$ cat src/rtl/systolic_pkg.sv
`default_nettype none
// ============================================================================
// systolic_pkg : lane command encodings and sequencer FSM states shared by
//                the input skew sequencer and its lane windows.
// Rev 1.0
// ============================================================================
package systolic_pkg;

  localparam int DEFAULT_ARR_SIZE = 4;

  localparam logic [1:0] LANE_IDLE  = 2'b00;
  localparam logic [1:0] LANE_LOAD  = 2'b01;
  localparam logic [1:0] LANE_DRAIN = 2'b10;

  typedef enum logic [1:0] {
    ST_IDLE  = 2'b00,
    ST_LOAD  = 2'b01,
    ST_DRAIN = 2'b10,
    ST_FLUSH = 2'b11
  } seq_state_e;

endpackage
`default_nettype wire

$ cat src/rtl/skew_window.sv
`default_nettype none
// ============================================================================
// skew_window : drain enable for one lane, high while LANE <= d < LANE+count.
// Rev 1.0
// ============================================================================
module skew_window #(
  parameter int LANE  = 0,
  parameter int D_W   = 5,
  parameter int CNT_W = 4
) (
  input  logic [D_W-1:0]   i_d,
  input  logic [CNT_W-1:0] i_count,
  output logic             o_drain_en
);

  localparam logic [D_W-1:0] LANE_IDX = D_W'(LANE);

  // One extra bit so LANE+count cannot wrap.
  logic [D_W:0] upper;
  assign upper      = {1'b0, LANE_IDX} + (D_W + 1)'(i_count);
  assign o_drain_en = (i_d >= LANE_IDX) && ({1'b0, i_d} < upper);

endmodule
`default_nettype wire

$ cat src/rtl/input_skew_sequencer.sv
`default_nettype none
// ============================================================================
// input_skew_sequencer : broadcasts row-vectors into the lane FIFOs, then
//                        drains them with a one-cycle-per-lane diagonal skew.
//                        Optional macro SKEW_FLUSH_EN adds a zero-wavefront
//                        FLUSH phase of ARR_SIZE cycles after each drain.
// Rev 1.0
// ============================================================================
module input_skew_sequencer
  import systolic_pkg::*;
#(
  parameter int ARR_SIZE = DEFAULT_ARR_SIZE,
  parameter int DATA_W   = 16,
  parameter int DEPTH    = ARR_SIZE * 2
) (
  input  logic                         clk,
  input  logic                         rst_n,
  input  logic                         in_valid,
  output logic                         in_ready,
  input  logic [ARR_SIZE*DATA_W-1:0]   in_data,
  input  logic                         in_last,
  output logic [2*ARR_SIZE-1:0]        lane_state,
  output logic [ARR_SIZE*DATA_W-1:0]   lane_data,
  output logic                         busy,
  output logic                         done
);

  localparam int CNT_W = $clog2(DEPTH) + 1;
  localparam int D_W   = $clog2(DEPTH + ARR_SIZE) + 1;
  localparam logic [CNT_W-1:0] DEPTH_C = CNT_W'(DEPTH);
`ifdef SKEW_FLUSH_EN
  localparam logic [D_W-1:0] FLUSH_LAST = D_W'(ARR_SIZE - 1);
`endif

  seq_state_e                  state_q, state_d;
  logic [CNT_W-1:0]            count_q, count_d;
  logic [D_W-1:0]              dcnt_q, dcnt_d;
  logic [2*ARR_SIZE-1:0]       lane_state_q, lane_state_d;
  logic [ARR_SIZE*DATA_W-1:0]  lane_data_q, lane_data_d;
  logic                        busy_q, busy_d;
  logic                        done_q, done_d;

  logic                        accept;
  logic [D_W-1:0]              drain_last;
  logic [ARR_SIZE-1:0]         drain_en;

  assign in_ready   = (state_q == ST_IDLE) ||
                      ((state_q == ST_LOAD) && (count_q != DEPTH_C));
  assign accept     = in_valid & in_ready;
  assign drain_last = D_W'(count_q) + D_W'(ARR_SIZE - 2);

  for (genvar gi = 0; gi < ARR_SIZE; gi++) begin : g_lane
    skew_window #(
      .LANE  (gi),
      .D_W   (D_W),
      .CNT_W (CNT_W)
    ) u_win (
      .i_d        (dcnt_q),
      .i_count    (count_q),
      .o_drain_en (drain_en[gi])
    );
  end

  always_comb begin
    state_d      = state_q;
    count_d      = count_q;
    dcnt_d       = dcnt_q;
    lane_data_d  = lane_data_q;
    lane_state_d = '0;

    case (state_q)
      ST_IDLE, ST_LOAD: begin
        if (accept) begin
          count_d = (state_q == ST_IDLE) ? CNT_W'(1) : count_q + CNT_W'(1);
          dcnt_d  = '0;
          // A full block drains regardless of in_last.
          if (in_last || (count_d == DEPTH_C)) state_d = ST_DRAIN;
          else                                 state_d = ST_LOAD;
        end
      end
      ST_DRAIN: begin
        for (int i = 0; i < ARR_SIZE; i++)
          lane_state_d[2*i +: 2] = drain_en[i] ? LANE_DRAIN : LANE_IDLE;
        if (dcnt_q == drain_last) begin
`ifdef SKEW_FLUSH_EN
          state_d = ST_FLUSH;
          dcnt_d  = '0;
`else
          state_d = ST_IDLE;
`endif
        end else begin
          dcnt_d = dcnt_q + D_W'(1);
        end
      end
`ifdef SKEW_FLUSH_EN
      ST_FLUSH: begin
        if (dcnt_q == FLUSH_LAST) state_d = ST_IDLE;
        else                      dcnt_d  = dcnt_q + D_W'(1);
      end
`endif
      default: state_d = ST_IDLE;
    endcase

    if (accept) begin
      lane_state_d = {ARR_SIZE{LANE_LOAD}};
      lane_data_d  = in_data;
    end

    // Outputs trail the FSM by one cycle, so busy covers the last command
    // cycle and done lands in the first cycle with no command left.
    busy_d = (state_d != ST_IDLE) || (state_q != ST_IDLE);
    done_d = busy_q && (state_q == ST_IDLE);
  end

  always_ff @(posedge clk or negedge rst_n) begin
    if (!rst_n) begin
      state_q      <= ST_IDLE;
      count_q      <= '0;
      dcnt_q       <= '0;
      lane_state_q <= '0;
      lane_data_q  <= '0;
      busy_q       <= 1'b0;
      done_q       <= 1'b0;
    end else begin
      state_q      <= state_d;
      count_q      <= count_d;
      dcnt_q       <= dcnt_d;
      lane_state_q <= lane_state_d;
      lane_data_q  <= lane_data_d;
      busy_q       <= busy_d;
      done_q       <= done_d;
    end
  end

  assign lane_state = lane_state_q;
  assign lane_data  = lane_data_q;
  assign busy       = busy_q;
  assign done       = done_q;

endmodule
`default_nettype wire

$ cat config.mk
export PLATFORM = sky130hd
export DESIGN_NAME = input_skew_sequencer
export DESIGN_NICKNAME = d
export VERILOG_FILES = /design/src/rtl/systolic_pkg.sv /design/src/rtl/skew_window.sv /design/src/rtl/input_skew_sequencer.sv
export SDC_FILE = /design/constraint.sdc
export NUM_CORES = 1
export LEC_CHECK = 0
export ABC_AREA = 0
export BUFFER_PORTS_ARGS = -buffer_cell sky130_fd_sc_hd__clkbuf_2
export CORE_MARGIN = 2
export CORE_UTILIZATION = 53
export CTS_CLUSTER_SIZE = 14
export DETAILED_ROUTE_END_ITERATION = 7
export PLACE_DENSITY = 0.85
export SYNTH_ARGS = -nofsm -noshare
export SYNTH_HDL_FRONTEND = slang
export SYNTH_HIERARCHICAL = 1
export SYNTH_SLANG_ARGS = --single-unit
$ cat constraint.sdc
create_clock -name clk -period 3.5 [get_ports clk]
set_input_delay 1.05 -clock clk [delete_from_list [all_inputs] [get_ports clk]]
set_output_delay 1.05 -clock clk [all_outputs]
set_load 0.05 [all_outputs]
==> metrics.txt <==
Final Hold Fails 0; power density over the cells 1160 nW/um2; most frequent cells in the layout nand2_1, clkbuf_2, dfrtp_1, ha_1, inv_1; Final TNS setup 0 ns; crit path DAT 1.86 ns; Avg WL per Cell 13.2 um; pre-CTS WS 0.948 ns; Critical Path Sink in_ready; crit path launch type register; clk slew on worst S/H paths 0.08 ns; Total GRT Usage 0.219; Crit path required time 2.45 ns; first-pass GRT wire length 13500 um; # setup viols final 0; critical path's top delay family flip-flops; DRC 0; worst IR drop on VDD 0.643 mV; CTS tree done; max incr delay on CP 0.58 ns; commonest non-fill, non-tap cell in the layout nand2_1; CP Depth 5; Post-synth EDFFs 0; final max-slew violation count 0; Main synth FF type dfrtp_1; CP endpoint kind output port; Mapped Nets 521; relative slew slack 0.324; vias in the first global route 3148; vias per std cell 5.03; Pint 2.63 mW; drt first pass iters 6; Final Hold Slack 0.479 ns; Sw Share 0.533; CORE AREA 7180 um2; # H-tree levels 3; Layout Skew 0.0113 ns; Initial Utilization 0.539; io pins 143; Worst Min Path Start lane_data[36]$_DFFE_PN0N_; crit path kind reg -> out; initial antenna violation count 0; Num CTS Buffers 9; Distinct cells, synth 38; Fillers 582; Initial DRC Count 269; synthesized area per cell 8.98 um2; Pleak 2.77 nW; asr flop ratio synth 1.00; Cells after Synth 431; fin worst setup slack 0.589 ns; CTS resizes 0; reg-to-reg slack, setup 1.25 ns; synthesis-to-finish area growth 25.9%; DRT Wirelength 8860 um; Yosys reg bits 82; Clk network pwr share 0.139; Synth Cell Area 3870 um2; status completed; # nets final 656; maximum clock path buffer count 2; pin count of the biggest net entering global routing 83; reg-to-reg startpoint count_q[2]$_DFFE_PN0P_; P_sw 3.00 mW; hpwl dp 6140 um; post-route ant nets 0; sequential power share 0.315; Worst-Skew Late Latency 0.35 ns; die width 89.4 um; crit path launch count_q[0]$_DFFE_PN0P_; Crit path buffers/inverters 2; fmax 0.343 GHz; crit-path cells inv_1, ha_1, nand4b_1, and2_1, clkbuf_2; setup bufs post-CTS 0; critical path fanouts, max 12; Worst-Margin Slew 1.01 ns; CTS Sinks 82; slowest CP cell dfrtp_1; vias post-DR 3368; number of buffers inserted by hold repair at cts 0; antenna fix cells 0; synth warn 6; final worst-path cycle share 0.832; die height 89.4 um; IO buf count 142; gpl congestion 0.845; Seq/Total Area, Yosys 0.530; R2R Path End dcnt_q[0]$_DFFE_PN0P_; root buffer cell clkbuf_8; total grt overflow 0; Period minus WS final 2.91 ns; max_cap viols 0; Reg2Reg Depth 5; post-route cell area 4870 um2; # rows 31; Die ar. 8000 um2; RSZ-0062 raised after global routing false; final core occ 0.679; Hold Path Class reg -> reg; fraction of power consumed by combinational cells 0.546; Post-DP Area 4640 um2; fraction of layout cells with a size suffix above 1 0.294
-- worst reg2reg max path, stage by stage (launching register included) --
cell     delay (ns)
dfrtp_1        0.68
ha_1           0.33
xnor2_1        0.11
or4b_4         0.54
a31oi_2        0.29
mux2i_1        0.22
-- power by group through the flow --
stage / clock [mW] / combinational (mW) / sequential (mW)
6_report: 0.781 / 3.07 / 1.77
5_1_grt: 0.839 / 3.32 / 1.84
4_1_cts: 0.798 / 3.09 / 1.77
3_5_place_dp: 0 / 3.08 / 1.78
3_3_place_gp: 0 / 2.99 / 1.76
2_1_floorplan: 0 / 0.999 / 3.10
-- stage by stage --
step | power [mW] | instances
after floorplan | 4.10 | 431
after global placement | 4.75 | 654
after detailed placement | 4.86 | 654
after CTS | 5.66 | 670
after global routing | 5.99 | 670
final | 5.63 | 670
-- flip-flops by register name, summed over array words and instances (netlist names) --
name and count:
done 1, lane_state 5, count_q 4, dcnt_q 5, lane_data 64, state_q 2, busy 1
-- logic make-up (layout without fill, tap and decap cells) --
group,count (synthesis),in the layout,synth area share
compound gates,35,35,0.0634
xor+xnor,11,11,0.0249
fa+ha+maj,22,22,0.0712
buf+inv,34,174,0.0388
flops,82,82,0.530
mux,5,5,0.0129
simple gates,242,242,0.258
-- layout make-up --
class / instances / area [um2] / area share
inverters: 14 / 52.6 / 0.0108
well taps: 99 / 124 / 0.0254
clock buffers: 9 / 124 / 0.0254
multi-input cells: 315 / 1670 / 0.343
flip-flops and latches: 82 / 2050 / 0.421
repair buffers: 144 / 741 / 0.152
clock inverters: 7 / 106 / 0.0218
-- worst min-delay path by stage --
stage          cells after the start                   endpoint  slack (ns)
2_1_floorplan                      1             busy$_DFF_PN0_        0.56
3_3_place_gp                       2  lane_data[45]$_DFFE_PN0N_        0.46
3_5_place_dp                       2   lane_data[1]$_DFFE_PN0N_        0.46
4_1_cts                            2  lane_data[36]$_DFFE_PN0N_        0.48
5_1_grt                            2   lane_data[3]$_DFFE_PN0N_        0.51
6_report                           2  lane_data[36]$_DFFE_PN0N_        0.48
-- cell usage after synthesis, types with 5 or more instances --
library cell	count	share of area
inv_1	14	0.014
a21oi_1	7	0.0091
nand2_1	204	0.20
buf_2	9	0.012
and2_1	6	0.0097
clkbuf_1	8	0.0078
mux2i_1	5	0.013
nand3_1	5	0.0065
nor2_1	8	0.0078
xnor2_1	7	0.016
o21ai_0	10	0.013
dfrtp_1	82	0.53
ha_1	22	0.071
-- layer usage --
layer	GRT usage	vias up	part of all wire
met5	0	-	0
met4	0.0868	0	0.017
met3	0.0379	13	0.056
met2	0.393	125	0.51
met1	0.260	1576	0.42
li1	-	1654	-
(Power assumes the default switching activity.)
